==> src/rtl/rr_hazard_control_pkg.sv <==
// Shared definitions for the register-read stage: opcodes, register
// encodings, scoreboard sizing and the drain/halt state enumeration.
package rr_hazard_control_pkg;

  localparam int unsigned NREGS = 4;
  localparam int unsigned CNTW  = 2;

  localparam logic [1:0] REG_R0 = 2'd0;
  localparam logic [1:0] REG_R1 = 2'd1;
  localparam logic [1:0] REG_R2 = 2'd2;
  localparam logic [1:0] REG_R3 = 2'd3;

  localparam logic [3:0] OP_LOAD  = 4'b0000;
  localparam logic [3:0] OP_STOP  = 4'b0001;
  localparam logic [3:0] OP_STORE = 4'b0010;
  localparam logic [3:0] OP_ADD   = 4'b0100;
  localparam logic [3:0] OP_BZ    = 4'b0101;
  localparam logic [3:0] OP_SUB   = 4'b0110;
  localparam logic [3:0] OP_NAND  = 4'b1000;
  localparam logic [3:0] OP_BNZ   = 4'b1001;
  localparam logic [3:0] OP_BPZ   = 4'b1101;

  // SHIFT is x011 and ORI is x111: match the low three bits only
  localparam logic [3:0] OP_SHIFT_MASK = 4'b0111;
  localparam logic [3:0] OP_SHIFT_PAT  = 4'b0011;
  localparam logic [3:0] OP_ORI_MASK   = 4'b0111;
  localparam logic [3:0] OP_ORI_PAT    = 4'b0111;

  typedef enum logic [1:0] {
    RUN    = 2'd0,
    DRAIN  = 2'd1,
    HALTED = 2'd2
  } rr_state_e;

  function automatic logic [NREGS-1:0] reg_onehot(input logic [1:0] r);
    logic [NREGS-1:0] oh;
    oh    = '0;
    oh[r] = 1'b1;
    return oh;
  endfunction

endpackage

==> src/rtl/rr_decode.sv <==
// Combinational decode of the RR-stage instruction: which registers are
// read, whether and where a result is written, STOP detect, RF addresses.
module rr_decode
  import rr_hazard_control_pkg::*;
(
  input  logic [7:0]       ir_i,
  output logic [NREGS-1:0] rmask_o,
  output logic             wr_o,
  output logic [1:0]       dest_o,
  output logic             is_stop_o,
  output logic [1:0]       rega_o,
  output logic [1:0]       regb_o
);

  logic [1:0] rx;
  logic [1:0] ry;
  logic [3:0] op;

  assign rx = ir_i[7:6];
  assign ry = ir_i[5:4];
  assign op = ir_i[3:0];

  // Opcode decode into read set, write flag/destination and read addresses
  always_comb begin
    rmask_o   = '0;
    wr_o      = 1'b0;
    dest_o    = rx;
    is_stop_o = 1'b0;
    rega_o    = rx;
    regb_o    = ry;
    if ((op & OP_SHIFT_MASK) == OP_SHIFT_PAT) begin
      rmask_o = reg_onehot(rx);
      wr_o    = 1'b1;
    end else if ((op & OP_ORI_MASK) == OP_ORI_PAT) begin
      rmask_o = reg_onehot(REG_R1);
      wr_o    = 1'b1;
      dest_o  = REG_R1;
      rega_o  = REG_R1;
    end else begin
      case (op)
        OP_LOAD: begin
          rmask_o = reg_onehot(ry);
          wr_o    = 1'b1;
        end
        OP_STORE: begin
          rmask_o = reg_onehot(rx) | reg_onehot(ry);
        end
        OP_ADD, OP_SUB, OP_NAND: begin
          rmask_o = reg_onehot(rx) | reg_onehot(ry);
          wr_o    = 1'b1;
        end
        OP_STOP: begin
          is_stop_o = 1'b1;
        end
        OP_BZ, OP_BNZ, OP_BPZ: begin
          rmask_o = '0;
        end
        default: begin
          rmask_o = '0;
        end
      endcase
    end
  end

endmodule

==> src/rtl/rr_hazard_control.sv <==
// Register-read stage control: pending-write scoreboard, RAW stall and
// bubble injection, and the STOP drain-and-halt sequence.
module rr_hazard_control #(
  parameter int unsigned NREGS = rr_hazard_control_pkg::NREGS,
  parameter int unsigned CNTW  = rr_hazard_control_pkg::CNTW
) (
  input  logic             clock,
  input  logic             reset,
  input  logic [7:0]       IR2,
  input  logic             IR2Valid,
  input  logic             Flush,
  input  logic             WBValid,
  input  logic [1:0]       WBReg,
  output logic [1:0]       RegA,
  output logic [1:0]       RegB,
  output logic             Stall,
  output logic             IR3Load,
  output logic             IR3Bubble,
  output logic             Halted,
  output logic             ErrSticky,
  output logic [NREGS-1:0] Pending
);

  import rr_hazard_control_pkg::*;

  rr_state_e        state_q, state_d;
  logic [NREGS-1:0] rd_mask;
  logic [NREGS-1:0] pend;
  logic [NREGS-1:0] inc_vec;
  logic [NREGS-1:0] dec_vec;
  logic [NREGS-1:0] uf_vec;
  logic             dec_wr;
  logic             dec_stop;
  logic [1:0]       dec_dest;
  logic             hazard;
  logic             issue;
  logic             all_idle;
  logic             err_q, err_d;

  rr_decode u_decode (
    .ir_i      (IR2),
    .rmask_o   (rd_mask),
    .wr_o      (dec_wr),
    .dest_o    (dec_dest),
    .is_stop_o (dec_stop),
    .rega_o    (RegA),
    .regb_o    (RegB)
  );

  // No same-cycle WB bypass: a source with any pending write stalls
  assign hazard   = IR2Valid & (|(rd_mask & pend));
  assign all_idle = ~|pend;
  assign inc_vec  = (issue & dec_wr) ? reg_onehot(dec_dest) : '0;
  assign dec_vec  = WBValid ? reg_onehot(WBReg) : '0;

  for (genvar g = 0; g < NREGS; g++) begin : g_sb
    logic [CNTW-1:0] cnt_q, cnt_d;
    logic            uf;

    // Per-register pending count; simultaneous issue and retire cancel out
    always_comb begin
      cnt_d = cnt_q;
      uf    = 1'b0;
      if (inc_vec[g] && !dec_vec[g]) begin
        if (cnt_q != '1) begin
          cnt_d = cnt_q + 1'b1;
        end
      end else if (dec_vec[g] && !inc_vec[g]) begin
        if (cnt_q == '0) begin
          uf = 1'b1;
        end else begin
          cnt_d = cnt_q - 1'b1;
        end
      end
    end

    // Count register
    always_ff @(posedge clock or posedge reset) begin
      if (reset) begin
        cnt_q <= '0;
      end else begin
        cnt_q <= cnt_d;
      end
    end

    assign pend[g]   = |cnt_q;
    assign uf_vec[g] = uf;
  end

  // Next state plus issue/stall/bubble outputs for the current state
  always_comb begin
    state_d   = state_q;
    issue     = 1'b0;
    Stall     = 1'b0;
    IR3Load   = 1'b1;
    IR3Bubble = 1'b1;
    Halted    = 1'b0;
    unique case (state_q)
      RUN: begin
        issue     = IR2Valid & ~hazard & ~Flush;
        Stall     = hazard & ~Flush;
        IR3Bubble = ~issue;
        if (issue && dec_stop) begin
          state_d = DRAIN;
        end
      end
      DRAIN: begin
        Stall = 1'b1;
        if (all_idle && !WBValid) begin
          state_d = HALTED;
        end
      end
      HALTED: begin
        Stall   = 1'b1;
        IR3Load = 1'b0;
        Halted  = 1'b1;
      end
      default: begin
        state_d = RUN;
      end
    endcase
  end

  assign err_d = err_q | (|uf_vec);

  // State and sticky underflow flag
  always_ff @(posedge clock or posedge reset) begin
    if (reset) begin
      state_q <= RUN;
      err_q   <= 1'b0;
    end else begin
      state_q <= state_d;
      err_q   <= err_d;
    end
  end

  assign ErrSticky = err_q;
  assign Pending   = pend;

endmodule
==> config.mk <==
export PLATFORM = sky130hd
export DESIGN_NAME = rr_hazard_control
export DESIGN_NICKNAME = d
export VERILOG_FILES = /design/src/rtl/rr_hazard_control_pkg.sv /design/src/rtl/rr_decode.sv /design/src/rtl/rr_hazard_control.sv
export SDC_FILE = /design/constraint.sdc
export NUM_CORES = 1
export LEC_CHECK = 0
export ABC_AREA = 1
export BUFFER_PORTS_ARGS = -buffer_cell sky130_fd_sc_hd__buf_2
export CORE_UTILIZATION = 52
export CTS_CLUSTER_SIZE = 25
export DETAILED_ROUTE_END_ITERATION = 12
export PLACE_DENSITY = 0.82
export SYNTH_ARGS = -nofsm -noshare
export SYNTH_HDL_FRONTEND = slang
export SYNTH_SLANG_ARGS = --single-unit
==> constraint.sdc <==
create_clock -name clock -period 2.55 [get_ports clock]
set_clock_uncertainty 0.2 [all_clocks]
set_input_delay 0.1275 -clock clock [delete_from_list [all_inputs] [get_ports clock]]
set_output_delay 0.1275 -clock clock [all_outputs]
set_load 0.01 [all_outputs]
==> results list, run 1 <==
- Status: completed
- Number of nets produced by synthesis: 201
- Antenna diodes: 0
- IO Pins: 28
- Buffers inserted during clock tree synthesis total 3.
- At the end of the flow, the number of nets in the layout was about 230.
* Max incr delay on CP: roughly 0.41 ns
- Drc violations: 0
- Synthesized netlist cell count: about 170
- Worst slew margin relative to its limit: 0.712
- Vertical die dimension: about 48 µm
* LEAKAGE: about 0.00075 µW
* Insertion delay of the later-clocked pin in the worst-skew pair: 0.27 ns
- The worst setup path is captured at a flop.
* Wirelength, routed: approximately 2300 µm
* Cell variety after synth: 21
- The die covers 2290 µm².
- Power spread over the standard cell area amounts to approximately 500 nW/µm².
* Number of core rows: 16
* Avg Vias per Cell: roughly 4.9
* Type of origin of the critical path: flop
* Startpoint of the worst hold path: WBReg[0]
* R2R Path Start: g_sb[0].cnt_q[1]
- Global route total overflow: 0
- Post-CTS clock slew at the launch and capture registers of the worst setup and hold paths: ~0.070 ns
- Die Wd: about 48 µm
- OpenSTA, run right after detailed placement, puts the worst setup slack at between 0.2 and 0.25 ns.
* First-pass GRT wire length: roughly 3400 µm
- Summed negative setup slack over all endpoints: 0 ns
- H-tree depth reported by CTS: 1
* PnR Total Power: between 600 and 700 µW
- Of the cells placed in the final design, the portion with a size suffix greater than 1 is 0.196.
- Instance area at placement: 1250 µm²
* Antenna violations before repair: 0
- The smallest clock period supported by the final layout is computed as around 2.3 ns.
- In the final routed layout, each cell accounts on average for roughly 10 µm.
* Worst Path Max Fanout: 4
- Unrepaired setup endpoints after global routing: false
- Worst slew pin tran: 0.431 ns
- TritonCTS Sinks: 11
- At the end of routability-driven placement, the weighted congestion stood at roughly 0.86.
- In this run the post-CTS setup repair buffer count came out at 0.
- # port buffers: 27
* Post-route setup slack: between 0.2 and 0.25 ns
- Critical path's slowest cell: sky130_fd_sc_hd__dfrtp_1
- Setup violations remaining at the end of the flow were counted as 0.
- Yosys mapped a number of flops with a built-in enable equal to 0.
- Launch point of the worst path: g_sb[0].cnt_q[1]
- In this run the remaining antenna-violating nets after routing total 0.
- Post-synthesis instance area: 1090 µm²
- Yosys warning total: 0
- In the synthesized netlist the dominant register cell turns out to be sky130_fd_sc_hd__dfrtp_1.
- Most frequent CP cell: sky130_fd_sc_hd__nand2_1
- Kind of path behind the tightest hold check: input port to flop
- Via count of the first global-routing pass: between 900 and 1000
- The final hold violation count is 0.
* Post-layout instance area: 1290 µm²
* Final Slew Violations: 0
- Sequence of cells on the critical path: nor2_2, inv_1, nand2_1, nand2_1, nand2_1, nand2_1, nand2_1, nand4_2, nor2_2, ha_1, inv_1, a31oi_1, o2111ai_1
- The final route contains 1138 vias.
* Number of iterations in the first detailed-routing pass: 4
* Required time of the worst setup path: between 2 and 2.5 ns
- Core area: 1960 µm²
* Maximum resistive drop on vdd: between 300 and 400 µV
- In the global route stage, overall resource usage came out at 0.214.
* Utilization of the core after routing: 0.658
- The average instance in the mapped netlist occupies roughly 6.3 µm².
- After synthesis the netlist holds a flip-flop and latch count of 11.
- Detailed placement finished with a half-perimeter wire length of a little under 2000 µm.
- The first routing iteration left 18 violations.
- The worst setup path is of the flop to flop kind.
- Buffers from clock root to sink, at most: 2
- Async SR Flop Fraction: 1.00
- Sequential share of the synthesized area: 0.251
- For this configuration, the core starts out at a cell density of 0.558.
- Peak Freq: 428 MHz
* Synth-to-layout area growth: 17.8%
* TritonCTS clock tree: yes
- Clock tree synthesis selected as its root buffer the cell sky130_fd_sc_hd__clkbuf_4.
- Data arrival time of the critical path: about 2.3 ns
- Pin count of the biggest net entering global routing: 12
- Max-cap violations: 0
* Final critical-path share of the clock period: 0.916
## kinds of logic after synthesis
kind of cell | count (synthesis) | synth area share
buffers and inverters | 46 | 0.165
AOI/OAI and AO/OA | 28 | 0.137
adders and majority gates | 12 | 0.137
and+or+nand+nor | 77 | 0.310
DFF | 11 | 0.251
## power by group
part	internal, µW	switching (µW)	leakage, µW
logic	117	186	0.000593
clock network	60.7	60.1	0.0000150
registers	200	20.6	0.000144
## worst max-delay path, delay by kind of cell, from the launching register on
kind,cells,cell delay [ns]
AOI/OAI and AO/OA,2,0.31
adders and majority gates,1,0.23
buffers and inverters,2,0.19
DFF,1,0.41
and+or+nand+nor,8,0.87
## layout make-up
cell class	instances	area, µm²
clock buffer	4	26.3
sequential	11	275
tap	27	33.8
multi-input combinational	117	644
timing repair buffer	28	145
inverter	44	165
fill	197	672
## per-layer routing
| layer | GRT usage | share of wire | vias up |
|---|---|---|---|
| met2 | 0.368 | 0.47 | 36 |
| met1 | 0.251 | 0.45 | 495 |
| met3 | 0.0415 | 0.060 | 5 |
| li1 | - | - | 602 |
| met5 | 0 | 0 | - |
| met4 | 0.111 | 0.019 | 0 |
## flip-flops by register name, summed over array words and instances (netlist names)
register,count
g_sb.cnt_q,8
state_q,2
ErrSticky,1
## placed cells by master, fill, tap and decap left out, types with 2 or more instances in the layout
| master | count |
|---|---|
| sky130_fd_sc_hd__a21oi_1 | 11 |
| sky130_fd_sc_hd__clkbuf_4 | 3 |
| sky130_fd_sc_hd__buf_2 | 27 |
| sky130_fd_sc_hd__nor2_2 | 5 |
| sky130_fd_sc_hd__nor3_1 | 6 |
| sky130_fd_sc_hd__inv_1 | 43 |
| sky130_fd_sc_hd__dfrtp_1 | 11 |
| sky130_fd_sc_hd__nand2_2 | 2 |
| sky130_fd_sc_hd__nor2_1 | 19 |
| sky130_fd_sc_hd__ha_1 | 12 |
| sky130_fd_sc_hd__nand3_1 | 7 |
| sky130_fd_sc_hd__o22ai_1 | 2 |
| sky130_fd_sc_hd__o21ai_0 | 12 |
| sky130_fd_sc_hd__nand2_1 | 34 |
## synth_stat cells, types with 2 or more instances
library cell / number / area share
sky130_fd_sc_hd__nand2_1: 34 / 0.12
sky130_fd_sc_hd__inv_1: 43 / 0.15
sky130_fd_sc_hd__nand2_2: 2 / 0.011
sky130_fd_sc_hd__nor3_1: 6 / 0.027
sky130_fd_sc_hd__nor2_2: 3 / 0.017
sky130_fd_sc_hd__nand3_1: 7 / 0.032
sky130_fd_sc_hd__a21oi_1: 11 / 0.050
sky130_fd_sc_hd__dfrtp_1: 11 / 0.25
sky130_fd_sc_hd__buf_4: 2 / 0.014
sky130_fd_sc_hd__ha_1: 12 / 0.14
sky130_fd_sc_hd__o22ai_1: 2 / 0.011
sky130_fd_sc_hd__nor2_1: 21 / 0.072
sky130_fd_sc_hd__o21ai_0: 12 / 0.055
## path summary, 6_finish.rpt
path	end	slack, ns	cells after the start
setup reg to reg	ErrSticky	0.21	13
hold reg to reg	ErrSticky	0.33	2
setup / recovery	ErrSticky	0.21	13
hold / removal	g_sb[2].cnt_q[1]	0.17	6
max in group asynchronous	g_sb[1].cnt_q[1]	1.66	3
min in group asynchronous	ErrSticky	0.18	3
## through the flow
step	cells	hold WS, ns
6_report	231	0.169
5_1_grt	231	0.234
4_1_cts	231	0.168
3_5_place_dp	226	-0.0532
3_3_place_gp	226	-0.0602
2_1_floorplan	174	-0.220
## what timing repair did
item | CTS | global route
setup endpoints to repair | 0 | 1
hold buffers | 1 | 0
endpoints found under the hold margin | 11 | 0
gates resized for setup | 0 | 2
(Power assumes the default switching activity.)
==> inputs of run 2 (changes only) <==
Settings changed: PLACE_DENSITY 0.82 to 0.79.
==> results list, run 2 (same netlist as run 1, synthesis figures left out) <==
- Status: completed
* Wirelength, routed: 2400 µm (+2.7%)
- Final count of hold timing violations: 0 (unchanged)
* Startpoint of the worst hold path: WBReg[0]
- Internal Dissipation: 377 µW (-0.24%)
- Antenna violations before repair: 0 (unchanged)
- Share of post-route cells with drive strength above 1: 0.186 (-0.00980)
- The residual antenna-violating net count after detailed routing was 0 (unchanged).
- Global route total overflow: 0 (unchanged)
- Fraction of power consumed by sequential logic: 0.343 (about the same)
- The flip-flop count of the largest register after layout is 8 (unchanged).
- The critical-path maximum fanout is 4 (unchanged).
- The worst setup path is captured at a flop.
- The library cell used most frequently in the layout, excluding fill and tap cells, is sky130_fd_sc_hd__inv_1.
* Antenna diodes: 0 (unchanged)
- The worst setup slack after placement came to 0.284 ns (+0.0676 ns).
* Pin count of the biggest net entering global routing: 12 (unchanged)
- Number of core rows: 16 (unchanged)
- Commonest non-fill, non-tap cells in the layout: 43 x sky130_fd_sc_hd__inv_1, 34 x sky130_fd_sc_hd__nand2_1, 27 x sky130_fd_sc_hd__buf_2
- Instance area at placement: 1250 µm² (unchanged)
- Worst slew margin relative to its limit: 0.701 (-0.0107)
- The worst register-to-register path begins at g_sb[0].cnt_q[1].
- The iteration count of the initial detailed-routing pass is 5 (+1).
- First-pass GRT wire length: 3610 µm (+7.4%)
* Tightest hold margin: 0.179 ns (+0.00967 ns)
* Max-cap violations: 0 (unchanged)
- The number of buffers created by CTS was 3 (unchanged).
- TritonCTS Sinks: 11 (unchanged)
- Kind of path behind the tightest hold check: input port to flop
- Shortest clock period the worst path allows after layout: 2.27 ns (-0.0679 ns)
- The total of buffers placed on input and output ports was 27 (unchanged).
- The final critical-path setup slack came to 0.281 ns (+0.0679 ns).
* Drc violations: 0 (unchanged)
- The count of placed standard cells including taps is 226 (unchanged).
- The first-iteration detailed-routing DRC count was 31 (+13).
- TritonCTS built the clock tree.
- The count of cells resized by post-cts repair was 0 (unchanged).
* Final Slew Violations: 0 (unchanged)
- The clock latency on the worst-skew pair was 0.27 ns (about the same).
* Unrepaired setup endpoints after global routing: false
- The initial core utilization is 0.558 (unchanged).
- Launch point of the worst path: g_sb[0].cnt_q[1]
* Buffers from clock root to sink, at most: 2 (unchanged)
- Required time of the worst setup path: 2.47 ns (-0.02 ns)
- Maximum resistive drop on vdd: 387 µV (+9.8%)
* LEAKAGE: 0.000752 µW (about the same)
- Root cell of the clock tree: sky130_fd_sc_hd__clkbuf_4
- Die Wd: 47.9 µm (unchanged)
- The power density over the cells is 503 nW/µm² (+0.76%).
* IO Pins: 28 (unchanged)
- Proportion of power drawn by combinational gates: 0.472 (+0.002)
- The post-route setup TNS came to 0 ns (unchanged).
- The final cycle utilization of the critical path came to 0.890 (-0.0266).
* Global placement routability congestion: 0.830 (-3.5%)
* Overall track demand over capacity in global routing: 0.227 (+0.0131)
* Core area: 1960 µm² (unchanged)
- Data arrival time of the critical path: 2.19 ns (-0.08 ns)
- The transition time at the pin with the least slew margin is 0.447 ns (+0.0161 ns).
- H-tree depth reported by CTS: 1 (unchanged)
* Type of origin of the critical path: flop
- The layout net count came to 232 (unchanged).
- Final std cells w/o fill: 231 (unchanged)
- The post-detailed-placement half-perimeter wirelength is 2030 µm (+3.7%).
- Post-CTS clock slew at the launch and capture registers of the worst setup and hold paths: 0.08 ns (about the same)
* Via count of the first global-routing pass: 939 (+2.3%)
- The vertical extent of the die was 47.9 µm (unchanged).
- Setup-failing EPs final: 0 (unchanged)
- Total via count after detailed routing: 1148 (+0.88%)
* Switching share of power: 0.417 (+0.00354)
- The routed via count divided by cell count came to 4.97 (+0.88%).
- Post-layout instance area: 1280 µm² (-0.39%)
- Relative to the synthesized area, the layout overhead comes to 17.4%.
- Part of the total power dissipated in the clock network: 0.185 (-0.002)
* Biggest register: g_sb.cnt_q
- Category of the most critical setup path: flop to flop
- The floorplan die area is 2290 µm² (unchanged).
* Switching pwr: 270 µW (+1.2%)
* Average wire length per cell after detail routing: 10.4 µm (+2.7%)
- Peak Freq: 441 MHz (+3.0%)
==> run 2: cell types whose count changed in the layout (fill, tap and decap cells not counted) <==
cell / before / now
sky130_fd_sc_hd__nor2_1: 19 / 21
sky130_fd_sc_hd__nor2_2: 5 / 3
==> run 2: area by class of cell <==
type	count	area [µm²]
Fill cell	193	677
Multi-Input combinational cell	117	639
Sequential cell	11	275
Inverter	44	165
Timing Repair Buffer	28	145
Tap cell	27	33.8
Clock buffer	4	26.3
==> run 2: timing repair <==
| item | CTS | global route |
|---|---|---|
| endpoints found under the hold margin | 11 | 0 |
| hold buffers | 1 | 0 |
| buffers inserted | 0 | 0 |
==> run 2: power groups by stage <==
stage,Clock [µW],Sequential [µW],Combinational [µW]
global placement,0,221,292
floorplan,0,219,207
CTS,123,221,306
finish,120,222,305
detailed placement,0,224,303
global route,130,223,359
==> run 2: worst paths after layout <==
| path | endpoint | slack, ns | cells past startpoint |
|---|---|---|---|
| max in group asynchronous | g_sb[1].cnt_q[1] | 1.64 | 3 |
| worst min-delay path | g_sb[2].cnt_q[1] | 0.18 | 6 |
| worst max register to register | ErrSticky | 0.28 | 13 |
| worst max-delay path | ErrSticky | 0.28 | 13 |
| worst min register to register | ErrSticky | 0.33 | 2 |
| min in group asynchronous | g_sb[3].cnt_q[0] | 0.20 | 3 |
==> run 2: metrics by stage <==
stage,total power (µW),util
floorplan,425,-
detailed placement,527,0.636
CTS,650,0.655
global route,713,0.655
global placement,514,0.636
finish,646,0.655
==> run 2: layer usage <==
layer / wire, µm / GRT usage / up-vias
met3: 156 / 0.0491 / 4
met2: 1130 / 0.392 / 48
li1: - / - / 597
met1: 1100 / 0.282 / 499
met5: 0 / 0 / -
met4: 10 / 0.0667 / 0
==> run 2: critical path, cell delays in order (launching register included) <==
cell and delay (ns):
sky130_fd_sc_hd__dfrtp_1 0.42, sky130_fd_sc_hd__nor2_2 0.20, sky130_fd_sc_hd__inv_1 0.12, sky130_fd_sc_hd__nand2_1 0.07, sky130_fd_sc_hd__nand2_1 0.06, sky130_fd_sc_hd__nand2_1 0.05
sky130_fd_sc_hd__nand2_1 0.04, sky130_fd_sc_hd__nand2_1 0.08, sky130_fd_sc_hd__nand4_2 0.14, sky130_fd_sc_hd__nor2_1 0.17, sky130_fd_sc_hd__ha_1 0.24, sky130_fd_sc_hd__inv_1 0.06
sky130_fd_sc_hd__a31oi_1 0.16, sky130_fd_sc_hd__o2111ai_1 0.13
